[src/rtl/bus_bridge_pkg.sv]
// Shared constants for the UART bus bridge: frame field layout, response width
// and the far-side controller's state encoding.
package bus_bridge_pkg;

    localparam int FRAME_W        = 32;
    localparam int RESP_W         = 16;
    localparam int DEF_DATA_WIDTH = 8;
    localparam int DEF_ADDR_WIDTH = 12;

    typedef enum logic [2:0] {
        ST_IDLE,
        ST_ISSUE,
        ST_WAIT,
        ST_RESP,
        ST_HOLD
    } state_e;

    // Two reserved bits sit between the address and the write data.
    function automatic int wdata_lsb(input int aw);
        return aw + 2;
    endfunction

    function automatic int mode_bit(input int aw, input int dw);
        return aw + dw + 2;
    endfunction

endpackage

[src/rtl/bridge_frame_fifo.sv]
// Request frame buffer: DEPTH x WIDTH synchronous FIFO with wrap-bit pointers.
module bridge_frame_fifo #(
    parameter int DEPTH = 4,
    parameter int WIDTH = 32,
    localparam int AW   = $clog2(DEPTH)
) (
    input  logic             clk,
    input  logic             rstn,
    input  logic             push_i,
    input  logic             pop_i,
    input  logic [WIDTH-1:0] wdata_i,
    output logic [WIDTH-1:0] rdata_o,
    output logic             full_o,
    output logic             empty_o,
    output logic [AW:0]      count_o
);

    logic [WIDTH-1:0] mem_q [DEPTH];
    logic [AW:0]      wr_ptr_q, rd_ptr_q;

    always_ff @(posedge clk) begin
        if (!rstn) begin
            wr_ptr_q <= '0;
            rd_ptr_q <= '0;
        end else begin
            if (push_i) wr_ptr_q <= wr_ptr_q + (AW+1)'(1);
            if (pop_i)  rd_ptr_q <= rd_ptr_q + (AW+1)'(1);
        end
    end

    // Storage needs no reset; the pointers define what is valid.
    always_ff @(posedge clk) begin
        if (push_i) mem_q[wr_ptr_q[AW-1:0]] <= wdata_i;
    end

    assign rdata_o = mem_q[rd_ptr_q[AW-1:0]];
    assign count_o = wr_ptr_q - rd_ptr_q;
    assign empty_o = (wr_ptr_q == rd_ptr_q);
    assign full_o  = (count_o == (AW+1)'(DEPTH));

endmodule

[src/rtl/bus_bridge_master_ctrl.sv]
// Far-side bridge controller: buffers request frames, replays them one at a
// time on the local master port and returns read data as a UART response.
module bus_bridge_master_ctrl
    import bus_bridge_pkg::*;
#(
    parameter int DATA_WIDTH = DEF_DATA_WIDTH,
    parameter int ADDR_WIDTH = DEF_ADDR_WIDTH,
    parameter int FIFO_DEPTH = 4
) (
    input  logic                  clk,
    input  logic                  rstn,
    input  logic                  rx_ready,
    input  logic [31:0]           rx_data,
    input  logic                  tx_busy,
    output logic                  tx_en,
    output logic [15:0]           tx_data,
    output logic                  m_req,
    output logic                  m_wen,
    output logic [ADDR_WIDTH-1:0] m_addr,
    output logic [DATA_WIDTH-1:0] m_wdata,
    input  logic                  m_ready,
    input  logic                  m_done,
    input  logic [DATA_WIDTH-1:0] m_rdata,
    output logic                  busy,
    output logic                  overflow
);

    localparam int WD_LSB   = wdata_lsb(ADDR_WIDTH);
    localparam int MODE_BIT = mode_bit(ADDR_WIDTH, DATA_WIDTH);
    localparam int CW       = $clog2(FIFO_DEPTH) + 1;

    state_e                state_q;
    logic                  m_wen_q;
    logic [ADDR_WIDTH-1:0] m_addr_q;
    logic [DATA_WIDTH-1:0] m_wdata_q;
    logic [RESP_W-1:0]     tx_data_q;
    logic                  busy_q, busy_d;
    logic                  ovf_q;

    logic [FRAME_W-1:0]    head;
    logic                  fifo_full, fifo_empty;
    logic [CW-1:0]         fifo_cnt, fifo_cnt_d;
    logic                  push, pop, to_idle;
    logic                  unused_rsvd;

    bridge_frame_fifo #(
        .DEPTH (FIFO_DEPTH),
        .WIDTH (FRAME_W)
    ) u_fifo (
        .clk     (clk),
        .rstn    (rstn),
        .push_i  (push),
        .pop_i   (pop),
        .wdata_i (rx_data),
        .rdata_o (head),
        .full_o  (fifo_full),
        .empty_o (fifo_empty),
        .count_o (fifo_cnt)
    );

    // A full FIFO still takes a frame when the head leaves in the same cycle.
    assign pop  = (state_q == ST_IDLE) && !fifo_empty;
    assign push = rx_ready && (!fifo_full || pop);

    assign to_idle = ((state_q == ST_IDLE) && fifo_empty) ||
                     ((state_q == ST_WAIT) && m_done && m_wen_q) ||
                      (state_q == ST_HOLD);
    assign fifo_cnt_d = fifo_cnt + CW'(push) - CW'(pop);
    assign busy_d     = !to_idle || (fifo_cnt_d != '0);

    // Reserved frame bits are carried through the FIFO but never inspected.
    assign unused_rsvd = ^head;

    always_ff @(posedge clk) begin
        if (!rstn) begin
            state_q   <= ST_IDLE;
            m_wen_q   <= 1'b0;
            m_addr_q  <= '0;
            m_wdata_q <= '0;
            tx_data_q <= '0;
            busy_q    <= 1'b0;
            ovf_q     <= 1'b0;
        end else begin
            busy_q <= busy_d;
            if (rx_ready && !push) ovf_q <= 1'b1;
            case (state_q)
                ST_IDLE: begin
                    if (!fifo_empty) begin
                        m_addr_q  <= head[ADDR_WIDTH-1:0];
                        m_wdata_q <= head[WD_LSB +: DATA_WIDTH];
                        m_wen_q   <= head[MODE_BIT];
                        state_q   <= ST_ISSUE;
                    end
                end
                ST_ISSUE: begin
                    if (m_ready) state_q <= ST_WAIT;
                end
                ST_WAIT: begin
                    if (m_done) begin
                        if (m_wen_q) begin
                            state_q <= ST_IDLE;
                        end else begin
                            tx_data_q <= RESP_W'(m_rdata);
                            state_q   <= ST_RESP;
                        end
                    end
                end
                ST_RESP: begin
                    if (!tx_busy) state_q <= ST_HOLD;
                end
                // The UART's busy flag lags tx_en by a cycle; wait it out here.
                ST_HOLD: state_q <= ST_IDLE;
                default: state_q <= ST_IDLE;
            endcase
        end
    end

    assign m_req    = (state_q == ST_ISSUE);
    assign tx_en    = (state_q == ST_RESP) && !tx_busy;
    assign m_wen    = m_wen_q;
    assign m_addr   = m_addr_q;
    assign m_wdata  = m_wdata_q;
    assign tx_data  = tx_data_q;
    assign busy     = busy_q;
    assign overflow = ovf_q;

endmodule

[config.mk]
export PLATFORM = sky130hd
export DESIGN_NAME = bus_bridge_master_ctrl
export DESIGN_NICKNAME = d
export VERILOG_FILES = /design/src/rtl/bus_bridge_pkg.sv /design/src/rtl/bridge_frame_fifo.sv /design/src/rtl/bus_bridge_master_ctrl.sv
export SDC_FILE = /design/constraint.sdc
export NUM_CORES = 1
export LEC_CHECK = 0
export ABC_AREA = 0
export CAP_MARGIN = 20
export CORE_MARGIN = 2
export CORE_UTILIZATION = 52
export DETAILED_ROUTE_END_ITERATION = 16
export GPL_ROUTABILITY_DRIVEN = 0
export PLACE_DENSITY = 0.79
export SYNTH_ARGS = -nofsm -noshare
export SYNTH_HDL_FRONTEND = slang
export SYNTH_SLANG_ARGS = --single-unit
[constraint.sdc]
create_clock -name clk -period 4.1 [get_ports clk]
set_input_delay 0.615 -clock clk [delete_from_list [all_inputs] [get_ports clk]]
set_output_delay 0.615 -clock clk [all_outputs]
set_load 0.03 [all_outputs]
==> flow_metrics.tcl <==
set metrics [dict create \
    outcome "complete, no violations" \
    irDropWorstVdd_v 0.000437 \
    setup_tns_ns 0 \
    die_x_um 101 \
    compound_gate_fraction_of_synth_area_pct 4.35 \
    hold_path.class "flop to flop" \
    area.sequential_um2 3320 \
    num-fill-cells 659 \
    synthMuxAreaShare_pct 12.4 \
    cp-start-kind "flop" \
    grt_setup_unrepaired "false" \
    avg_vias_per_cell 5.48 \
    drt_pass1_iterations 5 \
    globalRouteOverflowTotal 0 \
    power_frac_comb_pct 31.2 \
    floorplan.rows 35 \
    cts_inserted_buffers 17 \
    clock_sinks 124 \
    critical_path.reg2reg.endpoint "busy$_SDFF_PN0_" \
    finalInstanceArea_um2 6200 \
    dpl-instance-area_um2 5640 \
    cpMaxStageDelayCell "sky130_fd_sc_hd__fa_1" \
    fin_crit_sh_pct 80.3 \
    timing_worst_setup_path_type "flop to flop" \
    netlist_area_um2 4860 \
    first_global_vias 3072 \
    yosys.area_share.simple_pct 7.55 \
    clock_insertion_delay_worst_skew_ns 0.51 \
    drtIter0Drc 118 \
    global_route_wire_length_before_repair_um 15400 \
    synthTopCellsByArea "sky130_fd_sc_hd__edfxtp_1 52%, sky130_fd_sc_hd__dfxtp_1 16%, sky130_fd_sc_hd__mux4_2 9.7%, sky130_fd_sc_hd__nand2_1 4.2%, sky130_fd_sc_hd__mux2i_1 2.7%" \
    power.net_switching_uw 1440 \
    share_seq_of_total_power_pct 37.7 \
    postSynthRegisterBits 124 \
    avg_synthesized_cell_area_um2 15.0 \
    wl_per_cell_um 18.4 \
    endpoint_kind "flop" \
    post-place-ws_ns 0.841 \
    io-pin-count 87 \
    p_clk_share_pct 31.1 \
    post-route-worst-setup-slack_ns 0.809 \
    finalClockSkew_ns 0.00653 \
    netlist-cell-type-count 36 \
    routed_wl_um 9700 \
    critical_path.max_stage_delay_ns 0.61 \
    htree_num_levels 4 \
    synth_top_cell_by_area "sky130_fd_sc_hd__edfxtp_1" \
    die_area_um2 10100 \
    crit_family "adder cells" \
    timing.critical_path.to "busy$_SDFF_PN0_" \
    yosys_warnings 0 \
    flow.area_growth_from_synthesis_pct 27.5 \
    cp_max_fo 4 \
    seq_area_frac_synth_pct 68.4 \
    timing.final.crit_period_ns 3.29 \
    synth_top_family_by_area "multiplexers" \
    post_synth_xor_area_fraction_pct 1.24 \
    core_region_area_um2 9150 \
    place.port_buffers 67 \
    tritoncts "yes" \
    grt_start_max_net_pins 26 \
    worst-endpoint-required_ns 4.48 \
    syn-instance-count 324 \
    setup_viol 0 \
    critical_path_cell_by_cell "inv_1 -> ha_1 -> fa_1 -> nand3b_1 -> mux2i_1 -> o21ai_0 -> ha_1 -> fa_1 -> a2111oi_0 -> a31oi_1" \
    power.share.switching_pct 32.3 \
    power.density_cell_area_nw_per_um2 719 \
    fin_nets 460 \
    post_cts.resized_instances 0 \
    share_of_the_synthesized_area_in_the_top_cell_type_pct 51.9 \
    worstRegToRegCells 10 \
    drtAntennaViolNets 0 \
    cts_hold_buffers 0 \
    worst-endpoint-arrival_ns 3.67 \
    cts.root.buffer_cell "sky130_fd_sc_hd__clkbuf_8" \
    synth-adder-area-share_pct 2.88 \
    grt_usage_pct 20.9 \
    number_of_max_capacitance_violations_reported 0 \
    maxSlewViolCount 0 \
    buffers_inserted_during_post_cts_setup_optimization 0 \
    multi_input_comb_area_um2 1410 \
    route.detailed.drc 0 \
    antenna_cells 0 \
    cp.depth 10 \
    crit_buf_inv 1 \
    start_util_pct 53.1 \
    crit-reg2reg-launch "u_fifo.wr_ptr_q[0]$_SDFFE_PN0P_" \
    hold_path_cells 2 \
    finalHoldViolCount 0 \
    highest_count_cells_in_the_layout_ignoring_fill_and_taps "84 x sky130_fd_sc_hd__edfxtp_1, 67 x sky130_fd_sc_hd__clkdlybuf4s50_1, 54 x sky130_fd_sc_hd__nand2_1, 39 x sky130_fd_sc_hd__dfxtp_1, 22 x sky130_fd_sc_hd__a21oi_1" \
    via_count 2894 \
    path_clk_slew_ns 0.06 \
    timing.fmax_ghz 0.304 \
    antenna_found_initial 0 \
    cellInternalPower_uw 3020 \
    worstSetupStartpoint "u_fifo.wr_ptr_q[0]$_SDFFE_PN0P_" \
    layout_cells_sized_above_1_pct 16.1 \
    layout.cells.most_common "sky130_fd_sc_hd__edfxtp_1" \
    place_hpwl_um 5520 \
    regToRegSetupSlack_ns 0.81 \
    chipHeight_um 101 \
    power_leakage_uw 0.00214 \
    cts_buffer_depth 2 \
]
## metal layers
layer	up-vias	share of wire (%)	track usage, %
li1	1335	-	-
met1	1442	39	23.3
met2	92	54	35.8
met3	25	4.8	5.69
met4	0	2.4	11.9
met5	-	0	0
## cells in the mapped netlist, drive strengths merged
master and n:
a2111oi 1, a21boi 1, a21oi 23, a221oi 1, a31oi 4, and2 5
and3 1, and4b 1, buf 16, clkbuf 6, clkinv 1, conb 1
dfxtp 40, edfxtp 84, fa 2, ha 8, inv 5, mux2i 13
mux4 21, nand2 54, nand2b 2, nand3 1, nand3b 2, nor2 14
nor3 2, nor4b 1, o211ai 1, o21a 1, o21ai 4, or2 2
xnor2 2, xor2 4
## flip-flops by register name (all words and copies together), names as in the netlist
name / count
u_fifo.mem_q: 84
m_addr: 12
m_wdata: 8
tx_data: 8
state_q: 3
u_fifo.rd_ptr_q: 3
u_fifo.wr_ptr_q: 3
busy: 1
m_wen: 1
overflow: 1
## per-stage QoR
stage	cells	total power, uW	hold WS (ns)	utilization (%)
3_5_place_dp	496	3070	0.448	61.6
4_1_cts	528	4490	0.459	67.7
5_1_grt	528	4670	0.485	67.7
2_1_floorplan	331	2620	0.469	-
3_3_place_gp	496	3030	0.442	61.6
6_report	528	4450	0.457	67.7
## tightest hold or removal path, stage by stage, from the launching register on
cell and delay (ns):
sky130_fd_sc_hd__dfxtp_1 0.31, sky130_fd_sc_hd__nand2_1 0.05, sky130_fd_sc_hd__a21oi_1 0.05
## logic make-up after synthesis
logic type	count (synthesis)
multiplexers	34
flip-flops	124
AO/OA/AOI/OAI	36
AND/OR/NAND/NOR	85
buffers and inverters	28
other	1
XOR/XNOR	6
adder cells (fa/ha/maj)	10
## worst min-delay path by stage
stage,from,end,slack (ns)
finish,m_addr[10]$_SDFFE_PN0N_,m_addr[10]$_SDFFE_PN0N_,0.46
global route,m_addr[2]$_SDFFE_PN0N_,m_addr[2]$_SDFFE_PN0N_,0.49
CTS,m_addr[4]$_SDFFE_PN0N_,m_addr[4]$_SDFFE_PN0N_,0.46
detailed placement,m_addr[9]$_SDFFE_PN0N_,m_addr[9]$_SDFFE_PN0N_,0.45
global placement,m_addr[6]$_SDFFE_PN0N_,m_addr[6]$_SDFFE_PN0N_,0.44
floorplan,u_fifo.wr_ptr_q[0]$_SDFFE_PN0P_,u_fifo.wr_ptr_q[0]$_SDFFE_PN0P_,0.47
## cell type report
type	instances	area share [%]
multi-input combinational	179	22.8
sequential	124	53.7
tap	111	2.24
clock buffer	20	7.03
clock inverter	12	2.02
inverter	6	0.363
timing repair buffer	76	11.9
## power by group through the flow
| stage | logic (uW) | registers [uW] | clock network [uW] |
|---|---|---|---|
| detailed placement | 1370 | 1700 | 0 |
| floorplan | 752 | 1870 | 0 |
| finish | 1390 | 1680 | 1390 |
| CTS | 1400 | 1680 | 1410 |
| global route | 1510 | 1700 | 1460 |
| global placement | 1350 | 1680 | 0 |
No activity file was read; power rests on OpenSTA's default activity.
